--- config.mk ---
export PLATFORM = sky130hd
export DESIGN_NAME = tune_sequencer
export DESIGN_NICKNAME = d
export VERILOG_FILES = /design/src/rtl/tune_sequencer.sv
export SDC_FILE = /design/constraint.sdc
export NUM_CORES = 1
export LEC_CHECK = 0
export BUFFER_PORTS_ARGS = -buffer_cell sky130_fd_sc_hd__buf_2
export CELL_PAD_IN_SITES_DETAIL_PLACEMENT = 0
export CELL_PAD_IN_SITES_GLOBAL_PLACEMENT = 1
export CORE_MARGIN = 2
export CORE_UTILIZATION = 38
export DETAILED_ROUTE_END_ITERATION = 16
export PLACE_DENSITY_LB_ADDON = 0.1
export SYNTH_ARGS = -nofsm -noshare
export SYNTH_HDL_FRONTEND = slang
export SYNTH_SLANG_ARGS = --single-unit
--- constraint.sdc ---
create_clock -name clk -period 1.9 [get_ports clk]
set_input_delay 0.095 -clock clk [delete_from_list [all_inputs] [get_ports clk]]
set_output_delay 0.095 -clock clk [all_outputs]
set_load 0.005 [all_outputs]
--- src/rtl/tune_sequencer.sv ---
// tune_sequencer: self-timed two-tune melody player driving registered note dividers.
// Optional STEREO_HARMONY_EN: left channel plays one octave below right (2x divider, saturated).
`default_nettype none

module tune_sequencer #(
  parameter int DIV_W       = 22,
  parameter int BEAT_CYCLES = 25000000,
  parameter int GAP_CYCLES  = 2500000
) (
  input  logic             clk,
  input  logic             rst_n,
  input  logic             start,
  input  logic             stop,
  input  logic             tune_sel,
  input  logic             loop,
  output logic [DIV_W-1:0] note_div_right,
  output logic [DIV_W-1:0] note_div_left,
  output logic             busy,
  output logic             done,
  output logic [3:0]       beat_idx
);

  localparam int CW = $clog2(BEAT_CYCLES);
  localparam logic [CW-1:0] BEAT_LAST = CW'(BEAT_CYCLES - 1);
  localparam logic [CW-1:0] NOTE_LAST = CW'(BEAT_CYCLES - GAP_CYCLES - 1);

  typedef enum logic [1:0] {IDLE = 2'd0, PLAY = 2'd1, GAP = 2'd2} state_t;

  state_t           state, state_n;
  logic [CW-1:0]    cnt, cnt_n;
  logic [3:0]       idx_n;
  logic             tune, tune_n;
  logic [DIV_W-1:0] right_n, left_n;
  logic             busy_n, done_n;
  logic [3:0]       last_idx;
  logic             beat_end, note_end, advance;

  function automatic logic [DIV_W-1:0] rom(input logic sel, input logic [3:0] i);
    logic [15:0] v;
    v = 16'd0;
    if (!sel) begin
      case (i)
        4'd0, 4'd7:                v = 16'd47801;
        4'd1, 4'd3, 4'd8, 4'd10:   v = 16'd37936;
        4'd2, 4'd4, 4'd9, 4'd11:   v = 16'd31887;
        default:                   v = 16'd0;
      endcase
    end else begin
      case (i)
        4'd0:                v = 16'd31887;
        4'd1:                v = 16'd37936;
        4'd2, 4'd4, 4'd5:    v = 16'd47801;
        default:             v = 16'd0;
      endcase
    end
    return DIV_W'(v);
  endfunction

  assign last_idx = tune ? 4'd7 : 4'd12;
  assign beat_end = (cnt == BEAT_LAST);
  assign note_end = (cnt == NOTE_LAST);

  always_comb begin
    state_n = state;
    cnt_n   = cnt + 1'b1;
    idx_n   = beat_idx;
    tune_n  = tune;
    right_n = note_div_right;
    busy_n  = busy;
    done_n  = 1'b0;
    advance = 1'b0;

    case (state)
      IDLE: begin
        cnt_n   = '0;
        right_n = '0;
        busy_n  = 1'b0;
        if (start) begin
          state_n = PLAY;
          tune_n  = tune_sel;
          idx_n   = 4'd0;
          right_n = rom(tune_sel, 4'd0);
          busy_n  = 1'b1;
        end
      end
      // With no gap configured, beat_end and note_end coincide and the beat advances directly.
      PLAY: begin
        if (beat_end) begin
          advance = 1'b1;
        end else if (note_end) begin
          state_n = GAP;
          right_n = '0;
        end
      end
      GAP: begin
        if (beat_end) advance = 1'b1;
      end
      default: state_n = IDLE;
    endcase

    if (advance) begin
      cnt_n = '0;
      if (beat_idx != last_idx) begin
        state_n = PLAY;
        idx_n   = beat_idx + 4'd1;
        right_n = rom(tune, beat_idx + 4'd1);
      end else if (loop) begin
        state_n = PLAY;
        idx_n   = 4'd0;
        right_n = rom(tune, 4'd0);
      end else begin
        state_n = IDLE;
        idx_n   = 4'd0;
        right_n = '0;
        busy_n  = 1'b0;
        done_n  = 1'b1;
      end
    end

    if (stop) begin
      state_n = IDLE;
      cnt_n   = '0;
      idx_n   = 4'd0;
      right_n = '0;
      busy_n  = 1'b0;
      done_n  = 1'b0;
    end
  end

`ifdef STEREO_HARMONY_EN
  logic [DIV_W:0] dbl;
  assign dbl    = {right_n, 1'b0};
  assign left_n = dbl[DIV_W] ? {DIV_W{1'b1}} : dbl[DIV_W-1:0];
`else
  assign left_n = right_n;
`endif

  always_ff @(posedge clk or negedge rst_n) begin
    if (!rst_n) begin
      state          <= IDLE;
      cnt            <= '0;
      beat_idx       <= 4'd0;
      tune           <= 1'b0;
      note_div_right <= '0;
      note_div_left  <= '0;
      busy           <= 1'b0;
      done           <= 1'b0;
    end else begin
      state          <= state_n;
      cnt            <= cnt_n;
      beat_idx       <= idx_n;
      tune           <= tune_n;
      note_div_right <= right_n;
      note_div_left  <= left_n;
      busy           <= busy_n;
      done           <= done_n;
    end
  end

endmodule

`default_nettype wire

# Word level (Yosys, flattened, before mapping)
# Memory sizes are Yosys's and may differ from the RTL's.
# Cells that the tools add are included.
# Widths: inputs -> output; s select.
[word_totals] regBits=56 elab_cells=75 mem_bits_ro=224 n_memories=1
[classes] n_addsub=2 reduce_logical=11 muxes=41 n_eq_ne=13
[memory_table] memory="(no name shown)" depth=16 word_bits=14 read_ports=1 rd_ports_with_merged_regs=0 wr=0 line="42" text="case (i)"
[op_table] op="$mux 16" n=6
[op_table] op="$mux 22" n=4
[op_table] op="$mux 25" n=3
[op_table] op="$eq 25x25->1 const B" n=2
[op_table] op="$pmux 16 s3" n=1
[op_table] op="$pmux 22 s2" n=1
[op_table] op="$add 25x1->25 const B" n=1
[op_table] op="$mux 4" n=6
[op_table] op="$mux 1" n=14
[op_table] op="$ne 4x4->1 const B" n=3
[op_table] op="$mux 2" n=5
[op_table] op="$eq 4x3->1 const B" n=2
[op_table] op="$pmux 2 s3" n=1
[op_table] op="$reduce_bool 3->1" n=2
[op_table] op="$add 4x1->4 const B" n=1
[op_table] op="$eq 4x1->1 const B" n=1
[op_table] op="$eq 4x2->1 const B" n=1
[op_table] op="$logic_not 4->1" n=1
[op_table] op="$ne 4x4->1" n=1
[op_table] op="$reduce_and 2->1" n=2
[op_table] op="$reduce_and 4->1" n=1
[op_table] op="$reduce_bool 4->1" n=1
[op_table] op="$ne 3x3->1 const B" n=1
[op_table] op="$reduce_and 3->1" n=1
[op_table] op="5 further kinds" n=5

# Depth between registers and ports, before layout
# Gate-level depths: netlist (run 1).
[depth] ltp_word=8 mapped_depth=9 depth_no_buf=7

# Least setup slack after synthesis (run 1)
# Ideal clock, no wire load.
[synth_timing] kind="reg-to-reg" start="register state[0]" end="register beat_idx[2]" arrival_ps=1891 synth_period_minus_slack_ps=1956 required_ps=1835 n_path_buf=0 path_slack_ps=-56 path_stages_with_launch=8 setup_ps=65 cell_sequence="dfrtp_1 -> inv_1 -> ha_1 -> or4b_4 -> nor4b_2 -> nand4_1 -> a211oi_2 -> a31o_1"
[synth_between] elab_chain_len=5 elab_cells_between_ends=10 cone_classes="2 x eq/ne; 3 x mux; 5 x reduce/logical"
[synth_rtl] element="start: declaration" line="29" text="state_t state, state_n;"
[synth_rtl] element="start signal: assignment" line="149" text="state <= state_n;"
[synth_rtl] element="$eq 2x2->1 or $eq 2x1->1 (tied branches)" line="73" text="case (state)"
[synth_rtl] element="$reduce_or 2->1 (no source line)"
[synth_rtl] element="$mux 1"
[synth_rtl] element="$reduce_bool 3->1 (no source line) or $mux 4 (tied branches)"
[synth_rtl] element="$reduce_and 2->1 (no source line) or $mux 4 (tied branches)"
[synth_rtl] element="end signal: assignment" line="151" text="beat_idx <= idx_n;"
[synth_rtl] element="end: declaration" line="20" text="output logic [3:0] beat_idx"
# Parallel ways exist; a longest one is shown, timed or not.
# A chain may end at the register's enable or synchronous reset.

# Worst setup path after layout (run 1)
# Ends and elaborated chain as after synthesis.

==> report_table.html, run 1 <==
<table>
<tr><th>Metric</th><th>Value</th></tr>
<tr><th colspan="2">Floorplan</th></tr>
<tr><td>Initial core utilization</td><td>39.4%</td></tr>
<tr><td>Core area</td><td>7770 sq um</td></tr>
<tr><td>Placement row count</td><td>32</td></tr>
<tr><td>Overall die area</td><td>8780 sq um</td></tr>
<tr><td>Die extent in x</td><td>93.7 um</td></tr>
<tr><td>Die height</td><td>93.7 um</td></tr>
<tr><td>Top-level port count</td><td>56</td></tr>
<tr><th colspan="2">Timing</th></tr>
<tr><td>Slew at the pin closest to its max-slew limit</td><td>0.550 ns</td></tr>
<tr><td>Max Clock Skew</td><td>0.00667 ns</td></tr>
<tr><td>Setup repair after global routing missed its margin</td><td>yes</td></tr>
<tr><td>Post-route fraction of the period consumed by the critical path</td><td>101%</td></tr>
<tr><td>Max-slew headroom</td><td>63.4%</td></tr>
<tr><td>Setup WS post-layout</td><td>-0.0123 ns</td></tr>
<tr><td>Tmin final</td><td>1.91 ns</td></tr>
<tr><td>Worst hold slack</td><td>0.115 ns</td></tr>
<tr><td>Final hold violation count</td><td>0</td></tr>
<tr><td>Number of max-slew violations in the final report</td><td>0</td></tr>
<tr><td>Total of endpoints with negative setup slack in the final report</td><td>3</td></tr>
<tr><td>Setup Total Neg Slack</td><td>-0.0267 ns</td></tr>
<tr><td>Highest Clock Rate</td><td>523 MHz</td></tr>
<tr><th colspan="2">Clock tree</th></tr>
<tr><td>Source-to-sink clock delay at the later pin of the worst-skew pair</td><td>0.29 ns</td></tr>
<tr><td>Cts bufs inserted</td><td>5</td></tr>
<tr><td>Clock sinks</td><td>40</td></tr>
<tr><td>Buffer levels on the longest clock path</td><td>2</td></tr>
<tr><td>Clock tree from TritonCTS</td><td>done</td></tr>
<tr><td>H-tree levels</td><td>2</td></tr>
<tr><td>Clock-pin slew on the worst setup and hold paths</td><td>0.08 ns</td></tr>
<tr><td>Root cell of the clock tree</td><td>clkbuf_8</td></tr>
<tr><th colspan="2">Hold path</th></tr>
<tr><td>Cell depth of the worst hold path</td><td>2</td></tr>
<tr><td>Hold Startpoint</td><td>tune_sel</td></tr>
<tr><td>Hold WC Path Type</td><td>in2reg</td></tr>
<tr><td>Worst-case hold path end point</td><td>tune</td></tr>
<tr><th colspan="2">Layout</th></tr>
<tr><td>Post-route cell area</td><td>3890 sq um</td></tr>
<tr><td>Final cell count without fillers</td><td>509</td></tr>
<tr><td>Area overhead of the layout relative to synthesis</td><td>27.1%</td></tr>
<tr><td>Count of nets after finishing</td><td>423</td></tr>
<tr><td>Proportion of layout cells with a drive suffix above 1</td><td>41.5%</td></tr>
<tr><td>Diodes inserted</td><td>0</td></tr>
<tr><td>Most frequent standard cell in the layout excluding fill and tap cells</td><td>buf_4</td></tr>
<tr><td>Fin util</td><td>50.0%</td></tr>
<tr><td>Most frequent cells in the layout</td><td>buf_4, buf_2, dfrtp_1</td></tr>
<tr><th colspan="2">GRT</th></tr>
<tr><td>Vias in the first global route</td><td>2387</td></tr>
<tr><td>Pin count of the biggest net entering global routing</td><td>41</td></tr>
<tr><td>Initial antenna violation count</td><td>0</td></tr>
<tr><td>Global-route wire length before repair</td><td>12.0 mm</td></tr>
<tr><td>Total routing usage reported by global routing</td><td>17.4%</td></tr>
<tr><td>Grt total ovfl</td><td>0</td></tr>
<tr><th colspan="2">Setup path</th></tr>
<tr><td>Maximum fanout encountered on the critical timing path</td><td>3</td></tr>
<tr><td>Setup slack, reg-to-reg</td><td>-0.01 ns</td></tr>
<tr><td>Critical path data arrival time</td><td>2.14 ns</td></tr>
<tr><td>Critical-path cell list</td><td>inv_2 &gt; ha_4 &gt; or4b_4 &gt; nor4b_4 &gt; nand4_1 &gt; a211oi_2 &gt; a31o_1</td></tr>
<tr><td>Top delay family on crit path</td><td>simple AND/OR/NAND/NOR gates</td></tr>
<tr><td>Buffering stage count on the worst path with inverters included</td><td>1</td></tr>
<tr><td>Library cell contributing the largest single delay on the critical path</td><td>or4b_4</td></tr>
<tr><td>Logic depth of the worst path, buffers included</td><td>7</td></tr>
<tr><td>Crit path required time</td><td>2.13 ns</td></tr>
<tr><td>Terminus of the critical flop-to-flop path</td><td>beat_idx[2]</td></tr>
<tr><td>Kind of capture point of the worst setup path</td><td>flip-flop</td></tr>
<tr><td>Worst r2r src</td><td>state[0]</td></tr>
<tr><td>Startpoint types</td><td>flip-flop</td></tr>
<tr><td>Worst path max stage delay</td><td>0.46 ns</td></tr>
<tr><td>Category of the critical setup timing path</td><td>reg2reg</td></tr>
<tr><td>Reg2reg path depth</td><td>7</td></tr>
<tr><th colspan="2">Placed design</th></tr>
<tr><td>Hpwl dp</td><td>5.45 mm</td></tr>
<tr><td>Count of input and output buffers</td><td>39</td></tr>
<tr><td>Cell area after placement</td><td>3400 sq um</td></tr>
<tr><td>Placed cell count</td><td>492</td></tr>
<tr><td>Gp weighted congestion</td><td>0.845</td></tr>
<tr><td>Pre-CTS setup slack</td><td>-0.0515 ns</td></tr>
<tr><th colspan="2">Routing</th></tr>
<tr><td>Wire length reported by the detailed router</td><td>7.95 mm</td></tr>
<tr><td>Total via count after detailed routing</td><td>2631</td></tr>
<tr><td># DRC</td><td>0</td></tr>
<tr><td>Drt pass-1 iters</td><td>4</td></tr>
<tr><td>Detail Route Antenna Nets</td><td>0</td></tr>
<tr><td>Drt wl/cell</td><td>15.6 um</td></tr>
<tr><td>Initial detailed-routing violation count</td><td>55</td></tr>
<tr><td>Average via count per standard cell</td><td>5.17</td></tr>
<tr><th colspan="2">Pwr</th></tr>
<tr><td>Combinational Power Share</td><td>41.8%</td></tr>
<tr><td>Tot Pwr</td><td>2.75 mW</td></tr>
<tr><td>Switching share of power</td><td>34.8%</td></tr>
<tr><td>Maximum resistive drop on vdd</td><td>327 uV</td></tr>
<tr><td>Internal Power</td><td>1.79 mW</td></tr>
<tr><td>Reported leakage power</td><td>1.66 nW</td></tr>
<tr><td>Switching component of the power</td><td>0.958 mW</td></tr>
<tr><td>Areal power density over the cells</td><td>707 nW/um^2</td></tr>
<tr><td>Power share of the clock group</td><td>22.2%</td></tr>
<tr><td>Flop pwr share</td><td>35.9%</td></tr>
<tr><th colspan="2">Synthesis</th></tr>
<tr><td>Library cell with the largest summed area after synthesis</td><td>dfrtp_1</td></tr>
<tr><td>Library cells used by synthesis</td><td>66</td></tr>
<tr><td>Area of the mapped netlist</td><td>3060 sq um</td></tr>
<tr><td>Mean cell area of the mapped netlist</td><td>8.89 sq um</td></tr>
<tr><td>Flop and latch count out of synthesis</td><td>40</td></tr>
<tr><td>Portion of the post-synthesis area used by sequential elements</td><td>32.7%</td></tr>
<tr><td>Portion of synthesized cell area occupied by the leading cell type</td><td>32.7%</td></tr>
<tr><td>Fraction of registers with async set or reset after synthesis</td><td>100%</td></tr>
<tr><td>Main synth FF type</td><td>dfrtp_1</td></tr>
<tr><td>Yosys warnings</td><td>0</td></tr>
<tr><td>Most area-consuming cells after synthesis</td><td>dfrtp_1, buf_4, xnor2_1</td></tr>
<tr><td>Instance count of the mapped netlist</td><td>344</td></tr>
<tr><td>Count of flip-flops with a built-in enable after synthesis</td><td>0</td></tr>
<tr><th colspan="2">Status</th></tr>
<tr><td>Violations in the final reports</td><td>setup timing</td></tr>
<tr><td>Run status</td><td>finished with violations</td></tr>
<tr><th colspan="2">Job</th></tr>
<tr><td>Total of max-cap violations</td><td>0</td></tr>
</table>
cell type report:
cell class | count | area (sq um)
fillers | 768 | 3880
multi-input cells | 253 | 1940
flip-flops and latches | 40 | 1010
repair buffers | 94 | 666
well taps | 102 | 128
clock buffers | 7 | 96.3
inverters | 13 | 48.8
how the worst max path moves through the flow:
stage	start	end	slack [ns]
3_3_place_gp	cnt[13]	state[1]	-0.12
4_1_cts	state[0]	beat_idx[2]	-0.07
3_5_place_dp	state[1]	beat_idx[2]	-0.05
5_1_grt	state[0]	beat_idx[2]	-0.16
2_1_floorplan	state[0]	beat_idx[2]	0.004
6_report	state[0]	beat_idx[2]	-0.01
state kept, by name (all words and copies together), names as in the netlist:
signal         count
cnt               25
note_div_left      6
beat_idx           4
state              2
busy               1
done               1
tune               1
worst register-to-register path, stage by stage (launching register included):
cell	delay (ns)
dfrtp_1	0.36
inv_2	0.06
ha_4	0.26
or4b_4	0.46
nor4b_4	0.21
nand4_1	0.19
a211oi_2	0.19
a31o_1	0.12
power groups by stage:
stage               clock, mW  combinational [mW]  sequential (mW)
floorplan                   0               0.651             1.01
global placement            0               0.869            0.994
detailed placement          0               0.860            0.999
CTS                     0.636               0.903            0.983
global route            0.676                1.26             1.01
finish                  0.611                1.15            0.988
per-layer routing:
metal	track usage, %	vias to the layer above	part of all wire (%)
li1	-	1290	-
met1	22.5	1261	44
met2	29.6	66	50
met3	3.05	14	3.5
met4	5.07	0	2.0
met5	0	-	0
logic make-up (layout without fill, tap and decap cells):
| kind of cell | after synthesis | after routing | synth area share, % |
|---|---|---|---|
| muxes | 4 | 4 | 1.35 |
| xor gates and xnor gates | 24 | 24 | 6.88 |
| and+or+nand+nor | 149 | 149 | 28.4 |
| adders and majority gates | 11 | 11 | 4.42 |
| buffers and inverters | 66 | 114 | 14.2 |
| AOI/OAI and AO/OA | 49 | 49 | 11.9 |
| DFF | 40 | 40 | 32.7 |
| other | 1 | 16 | 0.123 |
cell usage after synthesis (all sizes together) (6+ instances only):
| cell type | count |
|---|---|
| xnor2 | 19 |
| a21oi | 13 |
| buf | 45 |
| nand3 | 20 |
| a31oi | 6 |
| clkbuf | 8 |
| o21ai | 7 |
| inv | 13 |
| nand2b | 7 |
| ha | 10 |
| nor4 | 9 |
| o211ai | 7 |
| nand4 | 11 |
| nor2 | 39 |
| nor3 | 13 |
| dfrtp | 40 |
| nand2 | 16 |
repair_timing:
item,CTS,global route
pin swaps,7,33
hold buffers,2,0
resized for setup,6,62
endpoints found under the hold margin,41,0
endpoints found under the setup margin,9,35
buffers inserted,2,2
cloned,0,4
Note: power is estimated with default switching activity, not from simulation.
==> run 2: changes to the inputs <==
--- a/config.mk
+++ b/config.mk
@@ -8,8 +8,9 @@
 export BUFFER_PORTS_ARGS = -buffer_cell sky130_fd_sc_hd__buf_2
 export CELL_PAD_IN_SITES_DETAIL_PLACEMENT = 0
 export CELL_PAD_IN_SITES_GLOBAL_PLACEMENT = 1
+export CORE_ASPECT_RATIO = 0.6
 export CORE_MARGIN = 2
-export CORE_UTILIZATION = 38
+export CORE_UTILIZATION = 41
 export DETAILED_ROUTE_END_ITERATION = 16
 export PLACE_DENSITY_LB_ADDON = 0.1
 export SYNTH_ARGS = -nofsm -noshare
==> constraint.sdc (replaced) <==
create_clock -name clk -period 2.4 [get_ports clk]
set_input_delay 0.12 -clock clk [delete_from_list [all_inputs] [get_ports clk]]
set_output_delay 0.12 -clock clk [all_outputs]
set_load 0.005 [all_outputs]
==> report_table.html, run 2 (synthesized netlist as in run 1, its figures left out) <==
<table>
<tr><th>Metric</th><th>Value</th></tr>
<tr><th colspan="2">Floorplan</th></tr>
<tr><td>Placement row count</td><td>24 (was 32)</td></tr>
<tr><td>Core area</td><td>7240 sq um (was 7770 sq um)</td></tr>
<tr><td>Top-level port count</td><td>56 (unchanged)</td></tr>
<tr><td>Initial core utilization</td><td>42.2% (was 39.4%)</td></tr>
<tr><td>Die extent in x</td><td>115 um (was 93.7 um)</td></tr>
<tr><td>Overall die area</td><td>8180 sq um (was 8780 sq um)</td></tr>
<tr><td>Die height</td><td>70.9 um (was 93.7 um)</td></tr>
<tr><th colspan="2">Pwr</th></tr>
<tr><td>Maximum resistive drop on vdd</td><td>393 uV (was 327 uV)</td></tr>
<tr><td>Combinational Power Share</td><td>27.6% (was 41.8%)</td></tr>
<tr><td>Power share of the clock group</td><td>36.7% (was 22.2%)</td></tr>
<tr><td>Internal Power</td><td>1.53 mW (was 1.79 mW)</td></tr>
<tr><td>Flop pwr share</td><td>35.7% (was 35.9%)</td></tr>
<tr><td>Areal power density over the cells</td><td>674 nW/um^2 (was 707 nW/um^2)</td></tr>
<tr><td>Switching share of power</td><td>31.3% (was 34.8%)</td></tr>
<tr><td>Reported leakage power</td><td>1.39 nW (was 1.66 nW)</td></tr>
<tr><td>Switching component of the power</td><td>0.697 mW (was 0.958 mW)</td></tr>
<tr><th colspan="2">Timing</th></tr>
<tr><td>Max Clock Skew</td><td>0.00562 ns (was 0.00667 ns)</td></tr>
<tr><td>Max-slew headroom</td><td>39.2% (was 63.4%)</td></tr>
<tr><td>Setup Total Neg Slack</td><td>0 ns (was -0.0267 ns)</td></tr>
<tr><td>Worst hold slack</td><td>-0.0316 ns (was 0.115 ns)</td></tr>
<tr><td>Final hold violation count</td><td>40 (was 0)</td></tr>
<tr><td>Tmin final</td><td>2.18 ns (was 1.91 ns)</td></tr>
<tr><td>Number of max-slew violations in the final report</td><td>0 (unchanged)</td></tr>
<tr><td>Slew at the pin closest to its max-slew limit</td><td>0.913 ns (was 0.550 ns)</td></tr>
<tr><td>Highest Clock Rate</td><td>459 MHz (was 523 MHz)</td></tr>
<tr><td>Setup repair after global routing missed its margin</td><td>no (was yes)</td></tr>
<tr><td>Total of endpoints with negative setup slack in the final report</td><td>0 (was 3)</td></tr>
<tr><td>Post-route fraction of the period consumed by the critical path</td><td>90.8% (was 101%)</td></tr>
<tr><th colspan="2">Clock tree</th></tr>
<tr><td>Clock-pin slew on the worst setup and hold paths</td><td>0.06 ns (was 0.08 ns)</td></tr>
<tr><td>Clock tree from TritonCTS</td><td>done (unchanged)</td></tr>
<tr><td>Cts bufs inserted</td><td>5 (unchanged)</td></tr>
<tr><td>H-tree levels</td><td>2 (unchanged)</td></tr>
<tr><td>Postcts setup bufs</td><td>0 (was 2)</td></tr>
<tr><td>Source-to-sink clock delay at the later pin of the worst-skew pair</td><td>0.29 ns (about the same)</td></tr>
<tr><td>Number of buffers added to fix hold violations after cts</td><td>0 (was 2)</td></tr>
<tr><td>Root cell of the clock tree</td><td>clkbuf_16 (was clkbuf_8)</td></tr>
<tr><td>Buffer levels on the longest clock path</td><td>2 (unchanged)</td></tr>
<tr><td>Number of instances resized during post-cts repair</td><td>0 (was 6)</td></tr>
<tr><td>Clock sinks</td><td>40 (unchanged)</td></tr>
<tr><th colspan="2">Setup path</th></tr>
<tr><td>Library cell contributing the largest single delay on the critical path</td><td>or4b_4 (unchanged)</td></tr>
<tr><td>Buffering stage count on the worst path with inverters included</td><td>1 (unchanged)</td></tr>
<tr><td>Critical-path cell list</td><td>inv_1 &gt; ha_1 &gt; or4b_4 &gt; nor4b_2 &gt; nand4_1 &gt; a211oi_2 &gt; a31o_1 (was inv_2 &gt; ha_4 &gt; or4b_4 &gt; nor4b_4 &gt; nand4_1 &gt; a211oi_2 &gt; a31o_1)</td></tr>
<tr><td>Maximum fanout encountered on the critical timing path</td><td>4 (was 3)</td></tr>
<tr><td>Critical path data arrival time</td><td>2.41 ns (was 2.14 ns)</td></tr>
<tr><td>Kind of capture point of the worst setup path</td><td>flip-flop (unchanged)</td></tr>
<tr><td>Category of the critical setup timing path</td><td>reg2reg (unchanged)</td></tr>
<tr><td>Logic depth of the worst path, buffers included</td><td>7 (unchanged)</td></tr>
<tr><td>Top delay family on crit path</td><td>simple AND/OR/NAND/NOR gates (unchanged)</td></tr>
<tr><td>Origin of the worst setup path</td><td>state[0] (unchanged)</td></tr>
<tr><td>Worst path max stage delay</td><td>0.47 ns (was 0.46 ns)</td></tr>
<tr><td>Setup slack, reg-to-reg</td><td>0.22 ns (was -0.01 ns)</td></tr>
<tr><td>Worst r2r src</td><td>state[0] (unchanged)</td></tr>
<tr><td>Crit path required time</td><td>2.63 ns (was 2.13 ns)</td></tr>
<tr><td>Startpoint types</td><td>flip-flop (unchanged)</td></tr>
<tr><td>Reg2reg path depth</td><td>7 (unchanged)</td></tr>
<tr><td>Terminus of the critical flop-to-flop path</td><td>beat_idx[2] (unchanged)</td></tr>
<tr><th colspan="2">Status</th></tr>
<tr><td>Violations in the final reports</td><td>hold timing (was setup timing)</td></tr>
<tr><td>Run status</td><td>finished with violations (unchanged)</td></tr>
<tr><th colspan="2">Layout</th></tr>
<tr><td>Diodes inserted</td><td>0 (unchanged)</td></tr>
<tr><td>Reg with most FFs</td><td>cnt (unchanged)</td></tr>
<tr><td>Area of the multi-input gates</td><td>1680 sq um (was 1940 sq um)</td></tr>
<tr><td>Area overhead of the layout relative to synthesis</td><td>8.15% (was 27.1%)</td></tr>
<tr><td>Register area</td><td>1000 sq um (was 1010 sq um)</td></tr>
<tr><td>Filler cell count in the final layout</td><td>716 (was 768)</td></tr>
<tr><td>Largest register FFs</td><td>25 (unchanged)</td></tr>
<tr><td>Most frequent cells in the layout</td><td>dfrtp_1, nor2_1, buf_2 (was buf_4, buf_2, dfrtp_1)</td></tr>
<tr><td>Most frequent standard cell in the layout excluding fill and tap cells</td><td>dfrtp_1 (was buf_4)</td></tr>
<tr><td>Proportion of layout cells with a drive suffix above 1</td><td>22.7% (was 41.5%)</td></tr>
<tr><td>Largest registers in the final layout</td><td>cnt (25), note_div_left (6), beat_idx (4) (unchanged)</td></tr>
<tr><td>Count of nets after finishing</td><td>377 (was 423)</td></tr>
<tr><td>Fin util</td><td>45.7% (was 50.0%)</td></tr>
<tr><th colspan="2">Routing</th></tr>
<tr><td>Drt pass-1 iters</td><td>5 (was 4)</td></tr>
<tr><td>Total via count after detailed routing</td><td>2453 (was 2631)</td></tr>
<tr><td>Drt wl/cell</td><td>16.2 um (was 15.6 um)</td></tr>
<tr><td>Wire length reported by the detailed router</td><td>7.56 mm (was 7.95 mm)</td></tr>
<tr><td>Detail Route Antenna Nets</td><td>0 (unchanged)</td></tr>
<tr><td>Initial detailed-routing violation count</td><td>141 (was 55)</td></tr>
<tr><td># DRC</td><td>0 (unchanged)</td></tr>
<tr><td>Average via count per standard cell</td><td>5.26 (was 5.17)</td></tr>
<tr><th colspan="2">Job</th></tr>
<tr><td>Total of max-cap violations</td><td>0 (unchanged)</td></tr>
<tr><th colspan="2">Placed design</th></tr>
<tr><td>Hpwl dp</td><td>5.71 mm (was 5.45 mm)</td></tr>
<tr><td>Count of input and output buffers</td><td>39 (unchanged)</td></tr>
<tr><td>Gp weighted congestion</td><td>0.974 (was 0.845)</td></tr>
<tr><th colspan="2">GRT</th></tr>
<tr><td>Initial antenna violation count</td><td>0 (unchanged)</td></tr>
<tr><td>Global-route wire length before repair</td><td>12.5 mm (was 12.0 mm)</td></tr>
<tr><td>Grt total ovfl</td><td>0 (unchanged)</td></tr>
<tr><td>Total routing usage reported by global routing</td><td>20.0% (was 17.4%)</td></tr>
<tr><td>Vias in the first global route</td><td>2274 (was 2387)</td></tr>
<tr><td>Pin count of the biggest net entering global routing</td><td>41 (unchanged)</td></tr>
<tr><th colspan="2">Hold path</th></tr>
<tr><td>Hold WC Path Type</td><td>in2async (was in2reg)</td></tr>
</table>
run 2: cell count changes in the layout (fill, tap and decap cells not counted), moves of 4 or more:
cell      before  now
clkbuf_8       7    2
nor2_4        17    0
nor3_1         8   12
dfrtp_1       36   40
nor3_2         4    0
nor2_2         4    0
nor2_1        18   39
buf_4         47    9
dfrtp_2        4    0
run 2: metal layers:
layer	routed length, um	GRT usage [%]
met1	4140	33.0
met3	634	6.08
met2	2720	24.6
met5	0	0
met4	66	4.42
run 2: cell type report:
class	instances	area share, %
clock buffers	7	4.62
inverters	13	1.48
well taps	104	3.94
repair buffers	48	7.95
flip-flops and latches	40	30.3
clock inverters	1	0.908
multi-input cells	253	50.8
run 2: worst max-delay path by stage:
stage / endpoint / slack (ns)
final: beat_idx[2] / 0.22
after global routing: beat_idx[0] / 0.06
after CTS: beat_idx[0] / 0.24
after detailed placement: note_div_left[10] / 0.24
after global placement: beat_idx[2] / 0.33
after floorplan: beat_idx[2] / 0.44
run 2: per-stage QoR:
| stage | hold slack (ns) | setup slack [ns] | std cells | power [mW] | cell area, sq um |
|---|---|---|---|---|---|
| after global placement | 0.320 | 0.334 | 458 | 1.42 | 3120 |
| after floorplan | -0.176 | 0.444 | 359 | 1.31 | 3110 |
| after global routing | 0.0561 | 0.0635 | 466 | 2.38 | 3310 |
| after detailed placement | 0.309 | 0.242 | 458 | 1.42 | 3120 |
| after CTS | 0.00129 | 0.236 | 466 | 2.25 | 3300 |
| final | -0.0316 | 0.220 | 466 | 2.23 | 3310 |
run 2: power by group through the flow:
| stage | clock network, mW | logic (mW) | registers (mW) |
|---|---|---|---|
| after floorplan | 0 | 0.516 | 0.798 |
| after global placement | 0 | 0.619 | 0.803 |
| after detailed placement | 0 | 0.616 | 0.809 |
| after CTS | 0.837 | 0.618 | 0.797 |
| after global routing | 0.879 | 0.689 | 0.810 |
| final | 0.819 | 0.616 | 0.795 |
